**src/rtl/arm_pkg.sv**
```systemverilog
// -----------------------------------------------------------------------------
// arm_pkg
// Shared definitions for the pipeline memory stage and the SRAM-facing blocks.
//   sram_state_t  : controller FSM state encoding
//   BASE_ADDR_DEF : byte address that maps to SRAM word 0
//   SRAM_DW       : external SRAM data width (bits)
//   word_offset() : byte address -> 32-bit word offset from a base
// -----------------------------------------------------------------------------
package arm_pkg;

   typedef enum logic [2:0] {
      IDLE  = 3'd0,
      RD_LO = 3'd1,
      RD_HI = 3'd2,
      WR_LO = 3'd3,
      WR_HI = 3'd4,
      DONE  = 3'd5
   } sram_state_t;

   localparam int unsigned BASE_ADDR_DEF = 1024;
   localparam int unsigned SRAM_DW       = 16;

   // Word offset of a byte address relative to base; byte-lane bits dropped.
   function automatic logic [31:0] word_offset(input logic [31:0] addr,
                                               input logic [31:0] base);
      logic [31:0] diff;
      diff = addr - base;
      return diff >> 2;
   endfunction

endpackage

```
**src/rtl/wait_counter.sv**
```systemverilog
// -----------------------------------------------------------------------------
// wait_counter
// Loadable down-counter. Load with N-1 on entry to a timed phase; `done` is
// high in the phase's last cycle (count reached zero while enabled).
//   clk, rst_n : clock, asynchronous active-low reset
//   load       : load load_val (takes priority over counting)
//   load_val   : value to load
//   en         : counting enabled / phase active
//   done       : terminal cycle of the phase
// -----------------------------------------------------------------------------
module wait_counter #(
   parameter int unsigned W = 4
) (
   input  logic         clk,
   input  logic         rst_n,
   input  logic         load,
   input  logic [W-1:0] load_val,
   input  logic         en,
   output logic         done
);

   logic [W-1:0] count;

   always_ff @(posedge clk or negedge rst_n) begin
      if (!rst_n) begin
         count <= '0;
      end else if (load) begin
         count <= load_val;
      end else if (en && (count != '0)) begin
         count <= count - 1'b1;
      end
   end

   assign done = en && (count == '0);

endmodule

```
**src/rtl/mem_sram_ctrl.sv**
```systemverilog
// -----------------------------------------------------------------------------
// mem_sram_ctrl
// Memory-stage controller serving 32-bit loads/stores from a 16-bit
// asynchronous SRAM as two halfword accesses (lo half first), each held on
// the bus for WAIT_CYCLES cycles.
//
// Handshake: a request (mem_r_en | mem_w_en) is accepted in IDLE. `ready` is
// combinational: low from the request cycle until the access completes, high
// for exactly one cycle in DONE, and high in IDLE when nothing is requested.
// The upstream pipeline is frozen while `ready` is low, so request inputs are
// only looked at in IDLE; the request still present in DONE is not restarted.
//
// Ports:
//   clk, rst           : clock, asynchronous active-low reset
//   mem_r_en, mem_w_en : load / store request (both -> store)
//   alu_res            : byte address
//   val_rm             : store data
//   ready              : no access pending (low = freeze pipeline)
//   read_data          : last loaded word
//   sram_addr          : halfword address {word index, half}
//   sram_dq_out        : write data, sram_dq_oe : data-bus output enable
//   sram_dq_in         : read data, sram_we_n : write enable (active-low)
//   dbg_state          : current FSM state
// -----------------------------------------------------------------------------
module mem_sram_ctrl
   import arm_pkg::*;
#(
   parameter int unsigned BASE_ADDR   = BASE_ADDR_DEF,
   parameter int unsigned WAIT_CYCLES = 2,
   parameter int unsigned SRAM_AW     = 18
) (
   input  logic               clk,
   input  logic               rst,
   input  logic               mem_r_en,
   input  logic               mem_w_en,
   input  logic [31:0]        alu_res,
   input  logic [31:0]        val_rm,
   output logic               ready,
   output logic [31:0]        read_data,
   output logic [SRAM_AW-1:0] sram_addr,
   output logic [SRAM_DW-1:0] sram_dq_out,
   output logic               sram_dq_oe,
   input  logic [SRAM_DW-1:0] sram_dq_in,
   output logic               sram_we_n,
   output sram_state_t        dbg_state
);

   localparam int unsigned CW = (WAIT_CYCLES > 1) ? $clog2(WAIT_CYCLES) : 1;
   localparam logic [CW-1:0] LOAD_VAL = CW'(WAIT_CYCLES - 1);

   sram_state_t          state;
   logic                 req;
   logic [31:0]          word_off;
   logic [SRAM_AW-2:0]   word_idx;
   logic [SRAM_DW-1:0]   data_hi_q;
   logic                 timed;
   logic                 cnt_load;
   logic                 cnt_done;
   logic                 unused_word_bits;

   assign req      = mem_r_en | mem_w_en;
   assign word_off = word_offset(alu_res, 32'(BASE_ADDR));
   // Word index wraps to the SRAM size; higher offset bits are discarded.
   assign word_idx = word_off[SRAM_AW-2:0];
   assign unused_word_bits = ^word_off[31:SRAM_AW-1];

   assign timed = (state == RD_LO) || (state == RD_HI) ||
                  (state == WR_LO) || (state == WR_HI);

   // Counter restarts on entry to every timed state.
   assign cnt_load = ((state == IDLE) && req) ||
                     (((state == RD_LO) || (state == WR_LO)) && cnt_done);

   wait_counter #(.W(CW)) u_wait (
      .clk      (clk),
      .rst_n    (rst),
      .load     (cnt_load),
      .load_val (LOAD_VAL),
      .en       (timed),
      .done     (cnt_done)
   );

   assign ready     = ((state == IDLE) && !req) || (state == DONE);
   assign dbg_state = state;

   always_ff @(posedge clk or negedge rst) begin
      if (!rst) begin
         state       <= IDLE;
         read_data   <= '0;
         sram_addr   <= '0;
         sram_dq_out <= '0;
         sram_dq_oe  <= 1'b0;
         sram_we_n   <= 1'b1;
         data_hi_q   <= '0;
      end else begin
         case (state)
            IDLE: begin
               if (req) begin
                  sram_addr <= {word_idx, 1'b0};
                  if (mem_w_en) begin
                     state       <= WR_LO;
                     sram_we_n   <= 1'b0;
                     sram_dq_oe  <= 1'b1;
                     sram_dq_out <= val_rm[15:0];
                     data_hi_q   <= val_rm[31:16];
                  end else begin
                     state <= RD_LO;
                  end
               end
            end
            RD_LO: begin
               if (cnt_done) begin
                  read_data[15:0] <= sram_dq_in;
                  sram_addr       <= {sram_addr[SRAM_AW-1:1], 1'b1};
                  state           <= RD_HI;
               end
            end
            RD_HI: begin
               if (cnt_done) begin
                  read_data[31:16] <= sram_dq_in;
                  state            <= DONE;
               end
            end
            WR_LO: begin
               // we_n stays low across the half switch; address and data
               // move together on this edge.
               if (cnt_done) begin
                  sram_addr   <= {sram_addr[SRAM_AW-1:1], 1'b1};
                  sram_dq_out <= data_hi_q;
                  state       <= WR_HI;
               end
            end
            WR_HI: begin
               if (cnt_done) begin
                  sram_we_n  <= 1'b1;
                  sram_dq_oe <= 1'b0;
                  state      <= DONE;
               end
            end
            DONE: begin
               state <= IDLE;
            end
            default: begin
               state <= IDLE;
            end
         endcase
      end
   end

endmodule

```
**config.mk**
```make
export PLATFORM = sky130hd
export DESIGN_NAME = mem_sram_ctrl
export DESIGN_NICKNAME = d
export VERILOG_FILES = /design/src/rtl/arm_pkg.sv /design/src/rtl/wait_counter.sv /design/src/rtl/mem_sram_ctrl.sv
export SDC_FILE = /design/constraint.sdc
export NUM_CORES = 1
export LEC_CHECK = 0
export CAP_MARGIN = 20
export CORE_UTILIZATION = 32
export CTS_CLUSTER_DIAMETER = 40
export DETAILED_ROUTE_END_ITERATION = 6
export GPL_TIMING_DRIVEN = 0
export PLACE_DENSITY_LB_ADDON = 0.3
export SLEW_MARGIN = 20
export SYNTH_ARGS = -nofsm -noshare
export SYNTH_HDL_FRONTEND = slang
export SYNTH_SLANG_ARGS = --single-unit
```
**constraint.sdc**
```tcl
create_clock -name clk -period 3.8 [get_ports clk]
set_input_delay 1.14 -clock clk [delete_from_list [all_inputs] [get_ports clk]]
set_output_delay 1.14 -clock clk [all_outputs]
set_load 0.01 [all_outputs]
```
Word level (Yosys, flattened, before mapping)
Cells that the tools add are included.
- output and inout port bits: 72
- bits in registers: 88
- input port bits: 84
- logic and storage cells: 77
- bitwise operators: 3
- reduce and logical (&&, ||, !) cells: 27
- muxes and demuxes: 23
- equality and inequality tests: 12
- add/sub/neg operators: 2
- operator list (cell ; count):
    $mux W16 ; 3
    $pmux W18 S2 ; 1
    $pmux W16 S2 ; 1
    $sub A19 B11 Y19 const B ; 1
    $mux W18 ; 1
    $mux W3 ; 4
    $pmux W3 S4 ; 1
    $reduce_and A4 Y1 ; 3
    $ne A2 B2 Y1 const B ; 5
    $mux W1 ; 9
    $reduce_and A3 Y1 ; 3
    $reduce_bool A2 Y1 ; 4
    $eq A3 B2 Y1 const B ; 2
    $eq A3 B3 Y1 const B ; 2
    $logic_or A1 B1 Y1 ; 6
    $logic_and A1 B1 Y1 ; 5
    $ne A2 B1 Y1 const B ; 2
    $pmux W1 S2 ; 2
    $reduce_and A2 Y1 ; 2
    $reduce_or A2 Y1 ; 2
    $eq A3 B1 Y1 const B ; 1
    $logic_not A3 Y1 ; 1
    $mux W2 ; 1
    $not A1 Y1 ; 2
    3 further kinds ; 3

Logic depth before layout (Yosys ltp)
Gate-level depths: netlist (run 1).
- depth in word-level cells: 8
- mapped depth: 6
- mapped depth without buffers: 5

By module
Synthesis (run 1) repeated with hierarchy kept, for this count alone.
- cell total of the unflattened synthesis: 270
- area total of the unflattened synthesis: 3854.9 µm²
- modules (own cells, without submodules) (module ; times used ; sequential area each (µm²) ; cells each ; area each (µm²)):
    mem_sram_ctrl ; 1 ; 2178.3 ; 265 ; 3804.9
    wait_counter ; 1 ; 25.0 ; 5 ; 50.0

Worst setup path after synthesis (run 1)
No wires, ideal clock.
- path type: input to output
- from: input mem_w_en
- to: output ready
- required time: 2.660 ns
- buffers on the path: 0
- path slack: 1.082 ns
- stages: 3
- data arrival time: 1.578 ns
- cell sequence: nor4_1 > a21oi_1 > nor2_1
- cells in the longest elaborated chain, start to end: 4
- RTL lines (what ; line ; source):
    from (decl) ; mem_sram_ctrl.sv:35 ; input logic mem_w_en,
    $or A1 B1 Y1 ; mem_sram_ctrl.sv:61 ; assign req = mem_r_en | mem_w_en;
    $logic_not A1 Y1 ; mem_sram_ctrl.sv:83 ; assign ready = ((state == IDLE) && !req) || (state == DONE);
    $logic_and A1 B1 Y1 ; mem_sram_ctrl.sv:83 ;
    $logic_or A1 B1 Y1 ; mem_sram_ctrl.sv:83 ;
    to (decl) ; mem_sram_ctrl.sv:38 ; output logic ready,
Every way passes these cells.

Worst setup path after layout (run 1)
- from: input mem_r_en
- to: output ready
- cells in the longest elaborated chain, start to end: 4
- RTL lines (what ; line ; source):
    from (decl) ; mem_sram_ctrl.sv:34 ; input logic mem_r_en,
    $or A1 B1 Y1 ; mem_sram_ctrl.sv:61 ;
    $logic_not A1 Y1 ; mem_sram_ctrl.sv:83 ;
    $logic_and A1 B1 Y1 ; mem_sram_ctrl.sv:83 ;
    $logic_or A1 B1 Y1 ; mem_sram_ctrl.sv:83 ;
Every way passes these cells.

==> summary by stage, run 1 <==
Run status
The run finished with clean final reports.

Floorplan
The chip width is 113 microns. The floorplan step defined a die boundary enclosing 12900 sq um. The starting density of the core is 0.330. In this run the core area contains 40 standard-cell rows. The standard cell core area is 12100 sq um.

In this run the count of I/O pins placed on the die edge is 156. The die is 113 microns tall.

Placed design
Once placement finished, the instance area stood at 5620 sq um. The routability-driven placement congestion ratio is 0.732. The HPWL after detailed placement is 6.23 mm. Port buffering added 140 buffers. After detailed placement, the design holds a cell count of 575.

Worst setup path
The worst setup path is captured at a primary output. For the worst setup path, the data required time is 2.66 ns. The peak fanout along the critical path is 4. The category of the critical setup timing path is input pin to primary output. STA classifies the critical path startpoint as an input pin.

Data arrives at the worst endpoint at 2.53 ns.

Cells and area
For this run, the post-layout net count is 503. The final core area utilization is 0.490. The area of all placed cells without fillers is 5910 sq um. In the final layout, the share of cells above drive strength 1 is 0.305. Across the whole layout, storage elements account for 2200 sq um. The number of antenna diodes is 0.

The number of inserted filler cells in the final layout is 1105. Excluding fillers, the count of instances in the completed layout stands at 591. The most frequent standard cell in the layout excluding fill and tap cells is clkdlybuf4s50_1. Leaving out fill and tap cells, the most frequent cells in the layout are clkdlybuf4s50_1 (138), dfrtp_1 (87), mux2_2 (58). Compared with the post-synthesis result, the final layout area differs by 48.6%. In the final layout, the multi-input gates occupy 1650 sq um.

Worst hold path
The path type of the worst min-delay path is flop to flop.

STA
The final count of pins violating max slew is 0. Setup violations remaining at the end of the flow were counted as 0. Based on the critical path, the design can be clocked at up to 272 MHz. The period utilization is 0.966. The tightest hold margin is 0.460 ns. The final worst clock skew is 0.00524 ns. The final count of hold timing violations is 0. At the pin with the least slew margin, the transition time is 0.647 ns.

Headroom to the max-slew limit came out at 0.567. The worst path needs 3.67 ns of the cycle, external delays included. Setup repair after global routing left no endpoint under its margin.

Global route
The initial antenna violation count is 0. The aggregate global routing overflow is 0. The via count of the first global-routing pass was 2887.

In the global route stage, overall resource usage came out at 0.145. The pin count of the biggest net entering global routing is 79. The first global-routing pass estimated 14.4 mm of wire.

Synth
The prevailing post-synth register cell is dfrtp_1. Summing every instance area after synthesis gives 3980 sq um. Of all flip-flops after synthesis, the portion carrying an async set or reset was 1.00. The sequential share of the synthesized area is 0.554. Synthesis produced 266 cells. The synthesized net count is 351. The number of enable flip-flop cells after synthesis is 0. The Yosys step of the flow raised 0 warnings. Each instance of the synthesized netlist takes up on average 14.9 sq um.

The number of distinct standard cells referenced by the synthesized netlist is 45. Counting flops and latches in the post-synthesis netlist gives 88.

Detailed routing
The post-detailed-route count of antenna-violating nets is 0. After detailed routing, the number of remaining DRC violations is 0. After detailed routing, the number of vias per cell comes to 4.57. The number of iterations in the first detailed-routing pass is 4.

In the final routed layout, each cell accounts on average for 15.1 microns. The total wire length after detailed routing is 8.90 mm. The detailed router finished its first iteration with 60 violations. Across all layers, the routed design uses 2703 vias.

CTS
TritonCTS built the clock tree. In this run the clock root is driven by a clkbuf_16. Clock tree synthesis inserted a total of 9 buffers.

Clock latency on the worst-skew pair, taken at its later pin, is 0.34 ns. The clock transition at the registers of the reported paths is 0.06 ns. The hold-fix buffer count after cts is 0.

The deepest clock path buffer count is 2. The clock net sink count is 88. The H-tree was split into 3 levels.

Power and ir drop
VDD sags by at most 0.277 mV. The power density relative to cell area is 851 nW/um^2. The leakage power of the design is 2.44 nW.

Flow run
The tool flagged a number of max-cap violations equal to 0.
-- what timing repair did --
| item | 4_1_cts | 5_1_grt |
|---|---|---|
| gates resized for setup | 1 | 1 |
| setup endpoints to repair | 1 | 1 |
| pin swaps | 0 | 0 |
| setup buffers | 0 | 0 |
| hold endpoints to repair | 0 | 0 |
-- per-layer routing --
layer	global-route usage	up-vias	wire length (microns)
li1	-	1267	-
met1	0.183	1327	4050
met2	0.235	101	4140
met3	0.0547	8	628
met4	0.0342	0	87
met5	0	-	0
-- cell type report --
type | instances | area share
Sequential cell | 88 | 0.373
Multi-Input combinational cell | 161 | 0.279
Timing Repair Buffer | 141 | 0.242
Clock buffer | 12 | 0.0434
Tap cell | 168 | 0.0356
Buffer | 14 | 0.0208
Clock inverter | 4 | 0.00487
Inverter | 3 | 0.00191
-- through the flow --
step	total power [W]	setup TNS [ns]	worst slack [ns]
3_3_place_gp	0.00417	-153.76	-1.77
6_report	0.00502	0	0.129
4_1_cts	0.00510	0	0.134
5_1_grt	0.00534	0	0.0363
3_5_place_dp	0.00422	-0.0234	-0.0234
2_1_floorplan	0.00310	0	1.08
-- power breakdown --
part	internal, W	leakage [nW]	switching [W]
Sequential	0.00143	1.04	0.000262
Combinational	0.00156	1.27	0.000935
Clock	0.000479	0.135	0.000361
-- registers in the layout, summed over array words and instances (netlist names) --
name          cells
sram_dq_oe        1
u_wait.count      1
read_data        32
sram_we_n         1
sram_dq_out      16
data_hi_q        16
sram_addr        18
dbg_state         3
-- logic make-up (layout without fill, tap and decap cells) --
group,Yosys count,in the layout,synth area share
AOI/OAI and AO/OA,31,31,0.0513
buffers and inverters,17,174,0.0337
DFF,88,88,0.554
and+or+nand+nor,37,37,0.0708
adders and majority gates,1,1,0.00315
muxes,89,89,0.280
xor gates and xnor gates,3,3,0.00661
-- cell usage after synthesis (2+ instances only) --
| master | count | share of area |
|---|---|---|
| buf_12 | 2 | 0.010 |
| buf_6 | 3 | 0.0085 |
| a21oi_1 | 12 | 0.015 |
| nor2_1 | 5 | 0.0047 |
| nand2_1 | 6 | 0.0057 |
| o31ai_1 | 3 | 0.0057 |
| buf_4 | 3 | 0.0057 |
| xnor2_1 | 2 | 0.0044 |
| or3b_4 | 2 | 0.0057 |
| o21ai_0 | 4 | 0.0050 |
| buf_2 | 3 | 0.0038 |
| inv_1 | 3 | 0.0028 |
| nor3_1 | 4 | 0.0050 |
| clkbuf_1 | 3 | 0.0028 |
| a31oi_1 | 4 | 0.0063 |
| or3_1 | 2 | 0.0031 |
| mux2_4 | 30 | 0.11 |
| or4_1 | 3 | 0.0057 |
| mux2_2 | 58 | 0.16 |
| nor2b_1 | 3 | 0.0047 |
| dfrtp_1 | 87 | 0.55 |
-- critical path, cell delays in order --
cell	delay, ns
clkdlybuf4s50_1	0.48
nor4_2	0.18
a21oi_1	0.06
nor2_1	0.10
clkdlybuf4s50_1	0.56
-- worst paths after layout --
check                                end  depth (start not counted)         start  slack (ns)
max                                ready                          5      mem_r_en        0.13
min                            sram_we_n                          2     sram_we_n        0.46
max reg2reg                read_data[15]                          4  dbg_state[1]        1.76
min reg2reg                    sram_we_n                          2     sram_we_n        0.46
max in group asynchronous      sram_we_n                          2           rst        2.55
min in group asynchronous   data_hi_q[1]                          1           rst        0.61
(Power assumes the default switching activity.)
==> run 2, diff against run 1 <==
- REMOVE_ABC_BUFFERS: not set -> 1
==> run 2 against run 1 <==
Maximum frequency fell by 0.51%. Sequential power rose by 5%. Register-to-register slack got worse by 0.34 ns. Worst setup slack got worse by 0.019 ns. Clock power fell by 3.5%. Sequential cell count did not move. Clock skew barely moved. Design area fell by 2.1%.
==> summary by stage, run 2 (synthesized netlist as in run 1, its figures left out) <==
Run status
The run finished with clean final reports.

Cells and area
The number of antenna diodes came to 0 (unchanged). The final core area utilization came to 0.479 (-0.0104). The number of nets in the final layout came to 491 (-2.4%). The area of all placed cells without fillers is 5780 sq um (-2.1%). The library cell used most frequently in the layout, excluding fill and tap cells, is clkdlybuf4s50_1. The area of combinational cells with multiple inputs was 1640 sq um (-0.38%).

The largest registers in the layout are read_data (32), sram_addr (18). In the layout the commonest cells are clkdlybuf4s50_1 (138), dfrtp_1 (87), mux2_2 (58). The area added between synthesis and finish is 45.4%. The register with the most flip-flops in the final layout is read_data. The storage element area is 2200 sq um (unchanged). The layout cell share with drive strength beyond 1 is 0.287 (-0.0179). The number of inserted filler cells in the final layout came to 1100 (-0.45%). The flip-flop count of the largest register after layout is 32 (unchanged).

CTS
The source-to-sink clock delay at the later pin of the worst-skew pair is 0.34 ns (about the same). The CTS buffer count was 9 (unchanged). The deepest clock path buffer count was 2 (unchanged). The number of H-tree levels is 3 (unchanged).

The clock net sink count was 88 (unchanged). The clock transition at the registers of the reported paths is 0.06 ns (about the same). The root buffer cell is clkbuf_16. The hold-fix buffer count after cts came to 0 (unchanged). The clock tree from TritonCTS is built.

Floorplan
The overall die area is 12900 sq um (unchanged). The count of boundary I/O pins is 156 (unchanged). The standard cell core area is 12100 sq um (unchanged). The starting density of the core is 0.330 (unchanged). The floorplan die height is 113 microns (unchanged).

The chip width is 113 microns (unchanged). The number of placement rows was 40 (unchanged).

Global route
The combined global-route utilization of all metal layers is 0.149 (+0.00373). The initial antenna violation count is 0 (unchanged). The first-pass GRT wire length is 14.5 mm (+0.81%). The pin count of the biggest net entering global routing was 71 (-10%). The via count of the first global-routing pass is 2797 (-3.1%). The aggregate global routing overflow is 0 (unchanged).

Worst setup path
The cell with the largest stage delay on the worst path is clkdlybuf4s50_1. The worst endpoint required time is 2.66 ns (about the same). The worst setup slack for register-to-register paths was 1.42 ns (-0.34 ns). The category of the critical setup timing path is input pin to primary output. Walking the worst path, the cells encountered are clkdlybuf4s50_1, nor4_1, a21oi_1, nor2_1, clkdlybuf4s50_1. STA classifies the critical path endpoint as a primary output. Among the stages of the critical path, the cell type that occurs most often is clkdlybuf4s50_1. The arrival time reported for the critical path endpoint is 2.55 ns (+0.02 ns). The largest stage delay on the critical path is 0.56 ns (about the same).

The worst setup path is launched from an input pin. The peak fanout along the critical path is 4 (unchanged).

Detailed routing
The average routed wire per standard cell came to 15.4 microns (+2.6%). The post-detailed-route count of antenna-violating nets was 0 (unchanged). The total wire length after detailed routing is 8.94 mm (+0.47%). The via density per instance is 4.54 (-0.65%). The number of iterations in the first detailed-routing pass is 4 (unchanged). The number of violations reported at the end of detailed-routing iteration 0 is 87 (+45%). The total DRC errors in the routed layout is 0 (unchanged). The routed via count is 2631 (-2.7%).

STA
Setup repair after global routing left no endpoint under its margin. The final count of pins violating max slew is 0 (unchanged). The setup violation total in the final timing report is 0 (unchanged). The final worst clock skew is 0.00498 ns (-0.000265 ns). The post-route minimum period is 3.69 ns (+0.0189 ns). The period utilization is 0.971 (+0.00498). The tightest slew margin relative to the limit was 0.436 (-0.131). The final count of hold timing violations is 0 (unchanged).

The fmax came to 271 MHz (-0.51%). The tightest hold margin is 0.467 ns (+0.00728 ns). The setup TNS is 0 ns (unchanged).

The pin slew with the least headroom to its limit was 0.846 ns (+0.200 ns).

Flow run
The number of max-cap violations was 0 (unchanged).

Placed design
The placed standard-cell area is 5520 sq um (-1.8%). The count of port buffers added during placement is 140 (unchanged). The routability-driven placement congestion ratio came to 0.711 (-2.9%). The HPWL after detailed placement is 6.01 mm (-3.5%).

Power and ir drop
The worst vdd rail ir drop is 0.381 mV (+38%). The power density relative to cell area is 849 nW/um^2 (-0.22%). The overall power consumption is 0.00491 W (-2.3%). The leakage power of the design is 2.39 nW (-2.2%).

Worst hold path
The worst hold path belongs to the class flop to flop.
## run 2: path summary, 6_finish.rpt
path	cells past startpoint	end	start
min	2	sram_we_n	sram_we_n
max reg2reg	3	data_hi_q[0]	dbg_state[0]
min in group asynchronous	1	sram_dq_out[8]	rst
min reg2reg	2	sram_we_n	sram_we_n
max	5	ready	mem_r_en
max in group asynchronous	2	sram_we_n	rst
## run 2: layout make-up
class / count / area share
flip-flops and latches: 88 / 0.381
multi-input cells: 161 / 0.283
repair buffers: 143 / 0.251
clock buffers: 12 / 0.0426
well taps: 168 / 0.0364
clock inverters: 4 / 0.00346
inverters: 3 / 0.00195
## run 2: metrics by stage
| stage | instances | setup slack [ns] |
|---|---|---|
| after detailed placement | 563 | -0.0918 |
| final | 579 | 0.110 |
| after global routing | 579 | 0.0478 |
| after global placement | 560 | -1.75 |
| after CTS | 579 | 0.0919 |
| after floorplan | 252 | 1.06 |
## run 2: layer usage
layer,up-vias,part of all wire,track usage
met5,-,0,0
met4,0,0.015,0.0579
met3,10,0.075,0.0622
met2,88,0.46,0.228
met1,1288,0.45,0.187
li1,1245,-,-
## run 2: worst max-delay path, delay by kind of cell
kind	cells	cell delay [ns]
and+or+nand+nor	2	0.31
buffers and inverters	2	1.03
AOI/OAI and AO/OA	1	0.07
## run 2: repair_timing
action | in CTS | in global routing
endpoints found under the setup margin | 1 | 0
setup buffers | 0 | 0
resized for setup | 1 | 0
## run 2: where the power goes
part / total (W) / switching (W) / internal [W]
clock: 0.000811 / 0.000355 / 0.000457
combinational: 0.00231 / 0.000822 / 0.00149
sequential: 0.00178 / 0.000357 / 0.00142
==> run 3, diff against run 2 <==
- CAP_MARGIN: 20 -> not set
- CORE_ASPECT_RATIO: not set -> 0.5
- CTS_CLUSTER_SIZE: not set -> 10
==> run 3 against run 2 <==
Power rose by 1.4%. Highest routed layer unchanged. Largest power group unchanged. Clock power rose by 11%. Via count fell by 0.72%. Design area rose by 0.58%. Sequential share of layout area fell by 0.22 points. Maximum frequency rose by 0.61%.
==> summary by stage, run 3 (synthesized netlist as in run 1, its figures left out) <==
Detailed routing
The post-detailed-route count of antenna-violating nets is 0 (unchanged). The total DRC errors in the routed layout came to 0 (unchanged). The average routed wire per standard cell is 14.9 microns (-3.6%). The total wire length after detailed routing is 8.58 mm (-4.1%). The routed via count is 2612 (-0.72%).

The via density per instance is 4.53 (-0.21%). The number of iterations in the first detailed-routing pass is 4 (unchanged). The number of violations reported at the end of detailed-routing iteration 0 was 98 (+13%).

Power and ir drop
The leakage power of the design is 2.41 nW (+0.60%). The worst vdd rail ir drop came to 0.318 mV (-16%). The power density relative to cell area is 856 nW/um^2 (+0.81%).

Cells and area
Leaving out fill and tap cells, the most frequent cells in the layout are clkdlybuf4s50_1 (138), dfrtp_1 (87), mux2_2 (58). Counting flops per register, the top entry is read_data. The area growth from synthesis to layout is 46.3%. The number of nets in the final layout was 491 (unchanged). The area of all placed cells without fillers is 5820 sq um (+0.58%).

The layout cell share with drive strength beyond 1 is 0.292 (+0.00487). The number of antenna diodes is 0 (unchanged). The most frequent standard cell in the layout excluding fill and tap cells is clkdlybuf4s50_1.

The count of placed standard cells in the final layout, fillers left out is 576 (-0.52%). The largest registers in the layout are read_data (32), sram_addr (18). The flip-flop count of the largest register after layout came to 32 (unchanged).

Worst setup path
The category of the critical setup timing path is input pin to primary output. The worst setup slack for register-to-register paths is 1.39 ns (-0.03 ns). The type of element launching the critical path is an input pin. For this design, the slowest cell found on the critical path is clkdlybuf4s50_1. The worst register-to-register path begins at dbg_state[0]. The largest stage delay on the critical path is 0.55 ns (about the same). The endpoint of the lowest-slack register-to-register path is data_hi_q[6]. By instance count, the cell type seen most on the critical path is clkdlybuf4s50_1. The total buffers and inverters traversed by the critical path is 2 (unchanged). The endpoint class of the critical path is a primary output. The arrival time reported for the critical path endpoint is 2.53 ns (-0.02 ns). The logic depth of the worst register-to-register path was 3 (unchanged). Traced cell by cell, the critical path runs through clkdlybuf4s50_1, nor4_1, a21oi_1, nor2_1, clkdlybuf4s50_1. The worst endpoint required time is 2.66 ns (about the same). Broken down by cell family, the worst path's largest delay share belongs to buffers and inverters. The number of cells on the critical path is 5 (unchanged). The peak fanout along the critical path is 4 (unchanged).

Floorplan
The overall die area was 12900 sq um (+0.22%). The floorplan die height is 80.8 microns (-29%). The standard cell core area is 11900 sq um (-0.95%).

The chip width is 160 microns (+41%). The count of boundary I/O pins is 156 (unchanged). The number of placement rows came to 28 (-30%). The starting density of the core came to 0.333 (+0.00318).

Worst hold path
The number of stages on the worst hold path is 2 (unchanged). The sink of the worst hold path is sram_we_n. The startpoint identified for the worst hold timing path is sram_we_n. The tightest min-delay check is of the flop to flop type.

CTS
The clock transition at the registers of the reported paths is 0.07 ns (about the same). The source-to-sink clock delay at the later pin of the worst-skew pair was 0.34 ns (about the same). The deepest clock path buffer count is 2 (unchanged). The number of H-tree levels came to 3 (unchanged).

The clock tree from TritonCTS is built. The post-cts resize count was 1 (unchanged). The CTS buffer count is 9 (unchanged). The clock net sink count is 88 (unchanged). The hold-fix buffer count after cts is 0 (unchanged). The number of buffers inserted by post-CTS setup repair is 0 (unchanged). The root buffer cell is clkbuf_16.

Global route
The first-pass GRT wire length is 13.8 mm (-4.6%). The aggregate global routing overflow is 0 (unchanged). The initial antenna violation count is 0 (unchanged). The pin count of the biggest net entering global routing is 72 (+1.4%). The combined global-route utilization of all metal layers is 0.138 (-0.0111).

The via count of the first global-routing pass came to 2663 (-4.8%).

STA
The period utilization is 0.965 (-0.00590). The fmax is 273 MHz (+0.61%). The post-route minimum period came to 3.67 ns (-0.0224 ns). The setup TNS came to 0 ns (unchanged). The final worst clock skew was 0.0119 ns (+0.00692 ns).

The tightest slew margin relative to the limit is 0.409 (-0.0270). The pin slew with the least headroom to its limit came to 0.887 ns (+0.0405 ns). Setup repair after global routing left no endpoint under its margin. The setup violation total in the final timing report was 0 (unchanged). The final count of hold timing violations came to 0 (unchanged). The final count of pins violating max slew is 0 (unchanged).

Placed design
The HPWL after detailed placement was 5.90 mm (-1.8%). The placed standard-cell area was 5510 sq um (about the same). The number of cells after detailed placement is 560 (-0.53%).

The routability-driven placement congestion ratio is 0.740 (+4.0%). The count of port buffers added during placement came to 140 (unchanged).

Flow run
The number of max-cap violations was 0 (unchanged).

Run status
The flow ran to the end, and the final reports show no timing, DRC or antenna violations.
run 3: changes by cell type in the layout (fill, tap and decap cells not counted):
cell	delta
clkbuf_8	-1
clkinv_2	-3
clkbuf_1	-2
inv_6	+2
clkinv_4	+3
bufinv_16	+1
run 3: report_power, final:
part / internal, W / total (W) / switching [W]
clock network: 0.000517 / 0.000899 / 0.000383
registers: 0.00142 / 0.00177 / 0.000345
logic: 0.00149 / 0.00231 / 0.000816
total: 0.00343 / 0.00498 / 0.00154
run 3: worst register-to-register path, cell delays in order (launching register included):
cell	delay, ns
dfrtp_1	0.66
nor3_4	0.44
and2_1	0.77
mux2_2	0.43
run 3: worst max-delay path by stage:
stage                        start  slack [ns]            end
after global routing      mem_r_en        0.07          ready
final                     mem_r_en        0.13          ready
after CTS                 mem_r_en        0.10          ready
after detailed placement  mem_w_en       -0.08          ready
after floorplan           mem_w_en        1.06          ready
after global placement         rst       -1.84  read_data[31]
run 3: final cells by class:
type / instances / area, sq um
multi-input cells: 161 / 1640
clock inverters: 7 / 78.8
inverters: 3 / 11.3
well taps: 165 / 206
fillers: 1083 / 6130
flip-flops and latches: 88 / 2200
repair buffers: 143 / 1450
clock buffers: 9 / 225
run 3: per-stage QoR:
stage                     setup slack (ns)   util  power, W  hold WS (ns)
after floorplan                       1.06      -   0.00300         0.465
after global placement               -1.84  0.457   0.00408         0.459
after detailed placement           -0.0758  0.461   0.00413         0.455
after CTS                            0.103  0.487   0.00506         0.466
after global routing                0.0651  0.487   0.00530         0.486
final                                0.132  0.487   0.00498         0.469
run 3: metal layers:
metal	share of wire	vias up	routed length, microns	track usage
li1	-	1245	-	-
met1	0.45	1319	3900	0.175
met2	0.51	43	4330	0.234
met5	0	-	0	0
met4	0.0062	0	53	0.0375
met3	0.034	5	294	0.0373
